File: config.mk
export PLATFORM = sky130hd
export DESIGN_NAME = music_player
export DESIGN_NICKNAME = d
export VERILOG_FILES = /design/src/rtl/music_pkg.sv /design/src/rtl/tone_gen.sv /design/src/rtl/music_player.sv
export SDC_FILE = /design/constraint.sdc
export NUM_CORES = 1
export LEC_CHECK = 0
export ABC_AREA = 1
export CAP_MARGIN = 20
export CORE_MARGIN = 3
export CORE_UTILIZATION = 39
export CTS_CLUSTER_SIZE = 30
export DETAILED_ROUTE_END_ITERATION = 16
export SLEW_MARGIN = 20
export SYNTH_ARGS = -nofsm -noshare
export SYNTH_HDL_FRONTEND = slang
export SYNTH_HIERARCHICAL = 1
export SYNTH_SLANG_ARGS = --single-unit
File: constraint.sdc
create_clock -name clk -period 8.1 [get_ports clk]
set_input_delay 1.62 -clock clk [delete_from_list [all_inputs] [get_ports clk]]
set_output_delay 1.62 -clock clk [all_outputs]
set_load 0.02 [all_outputs]
File: src/rtl/music_pkg.sv
// music_pkg: pitch codes, half-period helper, sequencer states and song ROM for music_player
package music_pkg;

    localparam logic [4:0] REST = 5'd0;
    localparam logic [4:0] C4 = 5'd1,  D4 = 5'd2,  E4 = 5'd3,  F4 = 5'd4,  G4 = 5'd5,  A4 = 5'd6,  B4 = 5'd7;
    localparam logic [4:0] C5 = 5'd8,  D5 = 5'd9,  E5 = 5'd10, F5 = 5'd11, G5 = 5'd12, A5 = 5'd13, B5 = 5'd14;
    localparam logic [4:0] C6 = 5'd15, D6 = 5'd16, E6 = 5'd17, F6 = 5'd18, G6 = 5'd19, A6 = 5'd20, B6 = 5'd21;

    localparam int NUM_PITCH = 22;

    // note frequencies in centi-hertz so the half period truncates exactly like CLK_HZ/(2*f)
    localparam int unsigned FREQ_CHZ [NUM_PITCH] = '{
        0,
        26163, 29366, 32963, 34923, 39200, 44000, 49388,
        52325, 58733, 65926, 69846, 78399, 88000, 98777,
        104650, 117466, 131851, 139691, 156798, 176000, 197553
    };

    typedef enum logic [2:0] {IDLE, PLAY, GAP, PAUSE, DONE} state_t;

    function automatic longint unsigned half_period(longint unsigned clk_hz, int code);
        if (code < 1 || code >= NUM_PITCH) return 64'd0;
        return clk_hz * 64'd100 / (64'd2 * 64'(FREQ_CHZ[code]));
    endfunction

    // {pitch, dur}; dur 0 stands for 8 tempo units
    localparam logic [7:0] SONG_ROM [32] = '{
        {A4, 3'd1}, {REST, 3'd2}, {C4, 3'd0}, {A4, 3'd1},
        {C4, 3'd2}, {D4, 3'd2}, {E4, 3'd2}, {F4, 3'd2}, {G4, 3'd2}, {A4, 3'd2}, {B4, 3'd2},
        {C5, 3'd2}, {D5, 3'd2}, {E5, 3'd2}, {F5, 3'd2}, {G5, 3'd2}, {A5, 3'd2}, {B5, 3'd2},
        {C6, 3'd2}, {D6, 3'd2}, {E6, 3'd2}, {F6, 3'd2}, {G6, 3'd2}, {A6, 3'd2}, {B6, 3'd4},
        {G6, 3'd2}, {E6, 3'd2}, {C6, 3'd4}, {G5, 3'd2}, {E5, 3'd2}, {C5, 3'd4}, {C4, 3'd0}
    };

endpackage

File: src/rtl/tone_gen.sv
// tone_gen: square wave that toggles beep every half_period cycles while run is high
module tone_gen #(
    parameter int HP_W = 18
) (
    input  logic            clk,
    input  logic            rstn,
    input  logic            clear,
    input  logic            run,
    input  logic [HP_W-1:0] half_period,
    output logic            beep
);

    logic [HP_W-1:0] cnt;
    logic            wrap;

    assign wrap = cnt == half_period - 1'b1;

    // half-period counter; clear restarts the waveform low at each note start
    always_ff @(posedge clk or negedge rstn) begin
        if (!rstn) begin
            cnt  <= '0;
            beep <= 1'b0;
        end else if (clear) begin
            cnt  <= '0;
            beep <= 1'b0;
        end else if (run) begin
            cnt  <= wrap ? '0 : cnt + 1'b1;
            beep <= wrap ? ~beep : beep;
        end
    end

endmodule

File: src/rtl/music_player.sv
// music_player: plays the song ROM on the buzzer; define MUSIC_LOOP_EN to loop the song instead of stopping
module music_player
    import music_pkg::*;
#(
    parameter int CLK_HZ      = 100_000_000,
    parameter int TEMPO_TICKS = 12_500_000,
    parameter int GAP_TICKS   = 1_000_000,
    parameter int SONG_LEN    = 32
) (
    input  logic                        clk,
    input  logic                        rstn,
    input  logic                        en,
    input  logic                        restart,
    output logic                        beep,
    output logic                        busy,
    output logic [$clog2(SONG_LEN)-1:0] note_idx
);

    localparam int IDX_W = $clog2(SONG_LEN);
    localparam int HP_W  = $clog2(half_period(64'(CLK_HZ), 1) + 1);
    localparam int DUR_W = $clog2(64'd8 * 64'(TEMPO_TICKS) + 1);
    localparam int GAP_W = $clog2(GAP_TICKS + 1);
`ifdef MUSIC_LOOP_EN
    localparam bit LOOP = 1'b1;
`else
    localparam bit LOOP = 1'b0;
`endif

    state_t            state, nxt;
    logic              restart_q, rst_edge;
    logic [DUR_W-1:0]  dur_cnt, note_len;
    logic [GAP_W-1:0]  gap_cnt;
    logic              resume_gap;
    logic [7:0]        entry;
    logic [4:0]        pitch;
    logic [3:0]        units;
    logic [HP_W-1:0]   hp_tab [32];
    logic [IDX_W-1:0]  next_idx;
    logic              note_end, gap_end, last, note_start, tone_run, tone_beep;

    for (genvar g = 0; g < 32; g++) begin : g_hp
        assign hp_tab[g] = HP_W'(half_period(64'(CLK_HZ), g));
    end

    assign rst_edge = restart & ~restart_q;
    assign entry    = SONG_ROM[note_idx];
    assign pitch    = entry[7:3];
    assign units    = entry[2:0] == 3'd0 ? 4'd8 : {1'b0, entry[2:0]};
    assign note_len = DUR_W'(units) * DUR_W'(TEMPO_TICKS);
    assign last     = note_idx == IDX_W'(SONG_LEN - 1);
    assign note_end = state == PLAY && dur_cnt == note_len - 1'b1;
    assign gap_end  = state == GAP && gap_cnt == GAP_W'(GAP_TICKS - 1);
    assign next_idx = (last && !LOOP) ? note_idx : note_idx + 1'b1;

    // state register
    always_ff @(posedge clk or negedge rstn) begin
        if (!rstn) state <= IDLE;
        else       state <= nxt;
    end

    // next state; a restart edge overrides every other event
    always_comb begin
        nxt = state;
        case (state)
            IDLE:    nxt = en ? PLAY : IDLE;
            PLAY:    nxt = !en ? PAUSE : note_end ? GAP : PLAY;
            GAP:     nxt = !en ? PAUSE : !gap_end ? GAP : (last && !LOOP) ? DONE : PLAY;
            PAUSE:   nxt = !en ? PAUSE : resume_gap ? GAP : PLAY;
            DONE:    nxt = en ? DONE : IDLE;
            default: nxt = IDLE;
        endcase
        if (rst_edge) nxt = en ? PLAY : IDLE;
    end

    // outputs and tone control; the tone only advances on cycles that stay in PLAY
    always_comb begin
        busy       = state == PLAY || state == GAP;
        beep       = state == PLAY && tone_beep;
        note_start = nxt == PLAY && (rst_edge || state == IDLE || state == GAP);
        tone_run   = state == PLAY && nxt == PLAY && pitch != REST;
    end

    // counters, note index and restart edge register; a pause stops everything in place
    always_ff @(posedge clk or negedge rstn) begin
        if (!rstn) begin
            restart_q  <= 1'b0;
            note_idx   <= '0;
            dur_cnt    <= '0;
            gap_cnt    <= '0;
            resume_gap <= 1'b0;
        end else begin
            restart_q <= restart;
            if (rst_edge) begin
                note_idx <= '0;
                dur_cnt  <= '0;
                gap_cnt  <= '0;
            end else if (state == IDLE && en) begin
                dur_cnt <= '0;
                gap_cnt <= '0;
            end else if ((state == PLAY || state == GAP) && !en) begin
                resume_gap <= state == GAP;
            end else if (state == PLAY) begin
                dur_cnt <= note_end ? '0 : dur_cnt + 1'b1;
            end else if (state == GAP) begin
                gap_cnt  <= gap_end ? '0 : gap_cnt + 1'b1;
                note_idx <= gap_end ? next_idx : note_idx;
            end else if (state == DONE && !en) begin
                note_idx <= '0;
            end
        end
    end

    tone_gen #(.HP_W(HP_W)) u_tone (
        .clk         (clk),
        .rstn        (rstn),
        .clear       (note_start),
        .run         (tone_run),
        .half_period (hp_tab[pitch]),
        .beep        (tone_beep)
    );

endmodule

==> out/qor.yml <==
yosys:
  synth_warnings: 6
  yosysMostFrequentCell: "nand2_1"
  synth_flop_cell: "dfrtp_1"
  synth_top_area_share_pct: 25.3
  synth_cells: 1047
  yosysUniqueCellTypes: 65
  synthTopCellsByCount: "nand2_1 (216), inv_1 (137), nor2_1 (121)"
  ys_ff_latch: 76
  yosysSeqAreaShare_pct: 25.3
  synth_edf_count: 0
  synth-async-reset-ratio_pct: 100
  synth_area_um2: 7510
  synth.area.top_cells: "dfrtp_1 (25%), nand2_1 (11%), ha_1 (8.0%)"
  synth_top_cell_by_area: "dfrtp_1"
  syn_area_per_cell_um2: 7.18
die:
  die_y_um: 145
  fp.dieW_um: 145
  start_util_pct: 39.9
  ioPinCount: 11
  coreArea_um2: 18800
  design.die.area_um2: 21000
  rows: 50
timing:
  finalClockSkew_ns: 0.00954
  finalMaxSlewViolations: 0
  finalHoldViolations: 0
  setup_viol: 0
  rsz0062_at_grt: "false"
  period_needed_ns: 6.86
  worst_slew_pin_slew_ns: 0.818
  maxSlewHeadroom_pct: 45.5
  max_freq_mhz: 146
  fin_crit_sh_pct: 84.7
  setup_tns_ns: 0
worst_setup_path:
  cp-startpoint: "note_idx[0]"
  cp_max_fo: 19
  cp_common_cell: "nand2_1"
  worstSetupPathType: "reg2reg"
  crit_required_ns: 8.35
  r2r-start: "note_idx[0]"
  reg2regPathDepth: 36
  crit_slowest_cell: "fa_1"
  setup.worst_path.end_class: "flip-flop"
  cp_data_arrival_time_ns: 7.11
  cp-start-kind: "flip-flop"
  slowest_delay_ns: 0.56
global_route:
  grt_overflow: 0
  grt_pass1_wl_um: 30600
  grtUsageTotal_pct: 17.8
  grt_max_degree: 54
  antenna_found_initial: 0
  grt_pass1_vias: 6271
clock_tree:
  cts_hold_buf: 0
  cts_buffer_depth: 2
  cts_tree: "yes"
  clkSinkCount: 76
  clock-root-buffer: "clkbuf_16"
  clock_latency_ns: 0.33
  numCtsBuffers: 9
  htreeDepth: 3
  cts_setup_buffers: 0
  path_clk_slew_ns: 0.06
  cts_resized: 0
min_path:
  holdCritPathClass: "reg2reg"
  worstHoldStart: "gap_cnt[18]"
  hold_depth: 1
drt:
  wl_um: 17900
  viasPerCell: 5.06
  drc: 0
  vias: 6695
  routedWlPerCell_um: 13.6
  ant_nets: 0
  drt_iter0_markers: 340
  drtPass1Iterations: 5
final_layout:
  fill_cells: 1938
  fin_area_um2: 8200
  final_cells: 1323
  nNetsFinal: 1115
  areaGrowthSynthToFinish_pct: 9.16
  utilization_pct: 43.6
  drive_gt1_share_pct: 12.6
  diodes: 0
placed_design:
  place_area_um2: 7850
  portBuffers: 10
  globalplace.congestion: 0.901
  hpwl_um: 14100
  dp.cells: 1307
power:
  leakagePower_nw: 3.69
  vdd.ir_drop.worst_mv: 0.153
  p_per_area_nw_per_um2: 345
job:
  cap_violations: 0
status:
  status: "completed"
## per-stage QoR
| stage | total power, mW | setup slack (ns) | hold WS, ns |
|---|---|---|---|
| 2_1_floorplan | 1.96 | 1.92 | 0.463 |
| 3_3_place_gp | 2.33 | 1.48 | 0.494 |
| 3_5_place_dp | 2.35 | 1.29 | 0.503 |
| 4_1_cts | 2.84 | 1.24 | 0.516 |
| 5_1_grt | 3.13 | 0.463 | 0.533 |
| 6_report | 2.83 | 1.24 | 0.513 |
## report_power, final
part	total [mW]	internal, mW	switching (mW)
clock network	0.479	0.313	0.167
registers	0.484	0.426	0.0576
logic	1.87	0.612	1.26
total	2.83	1.35	1.48
## kinds of logic (layout without fill, tap and decap cells)
| kind of cell | count (synthesis) | after routing | share of synthesized area, % |
|---|---|---|---|
| flops | 76 | 76 | 25.3 |
| simple gates | 544 | 544 | 36.1 |
| other cells | 1 | 4 | 0.0499 |
| buf+inv | 167 | 180 | 9.29 |
| compound gates | 149 | 149 | 13.1 |
| fa+ha+maj | 53 | 53 | 9.32 |
| xor+xnor | 57 | 57 | 6.83 |
## state kept, by name, summed over array words and instances (netlist names)
register,flops
dur_cnt,27
gap_cnt,20
note_idx,5
restart_q,1
resume_gap,1
state,3
u_tone/beep,1
u_tone/cnt,18
## final timing paths
| path | to | slack, ns |
|---|---|---|
| setup / recovery | u_tone/cnt[17] | 1.24 |
| hold reg to reg | gap_cnt[18] | 0.51 |
| setup reg to reg | u_tone/cnt[17] | 1.24 |
| min in group asynchronous | u_tone/cnt[6] | 1.18 |
| max in group asynchronous | dur_cnt[15] | 5.93 |
| hold / removal | gap_cnt[18] | 0.51 |
## worst max-delay path: cells and delay by family (launching register included)
kind	cells	cell delay (ns)
and+or+nand+nor	22	2.80
adders and majority gates	7	2.57
xor gates and xnor gates	1	0.13
AOI/OAI and AO/OA	1	0.11
DFF	1	0.45
buffers and inverters	5	0.70
## layout by cell type (no fill, tap or decap), types with 5 or more instances in the layout
cell type	count
dfrtp_1	76
ha_1	48
nand2_2	20
nor3_2	6
nor2_2	15
nor2_4	5
o21ai_0	49
xor2_1	42
fa_1	5
clkbuf_16	9
nand3_1	63
clkdlybuf4s50_1	9
nor4_1	11
nand3_2	9
nor3_1	23
a21oi_1	35
o211ai_1	10
o22ai_1	6
inv_1	137
nand2_4	6
nand4_1	20
o22ai_2	10
inv_2	11
xnor2_1	14
nand3b_1	6
nor2_1	121
nand2_1	216
a21oi_2	12
## area by class of cell
class / instances / area [um^2] / area share, %
clock buffer: 10 / 239 / 2.91
clock inverter: 6 / 116 / 1.42
multi-input combinational: 807 / 4930 / 60.1
tap: 260 / 325 / 3.97
inverter: 153 / 589 / 7.18
sequential: 76 / 1900 / 23.2
timing repair buffer: 11 / 105 / 1.28
## metal layers
metal  GRT usage, %  routed length, um
met5              0                  0
met4           3.93                291
met3           2.63                558
met2           27.6               7870
met1           26.3               9230
(Power assumes the default switching activity.)
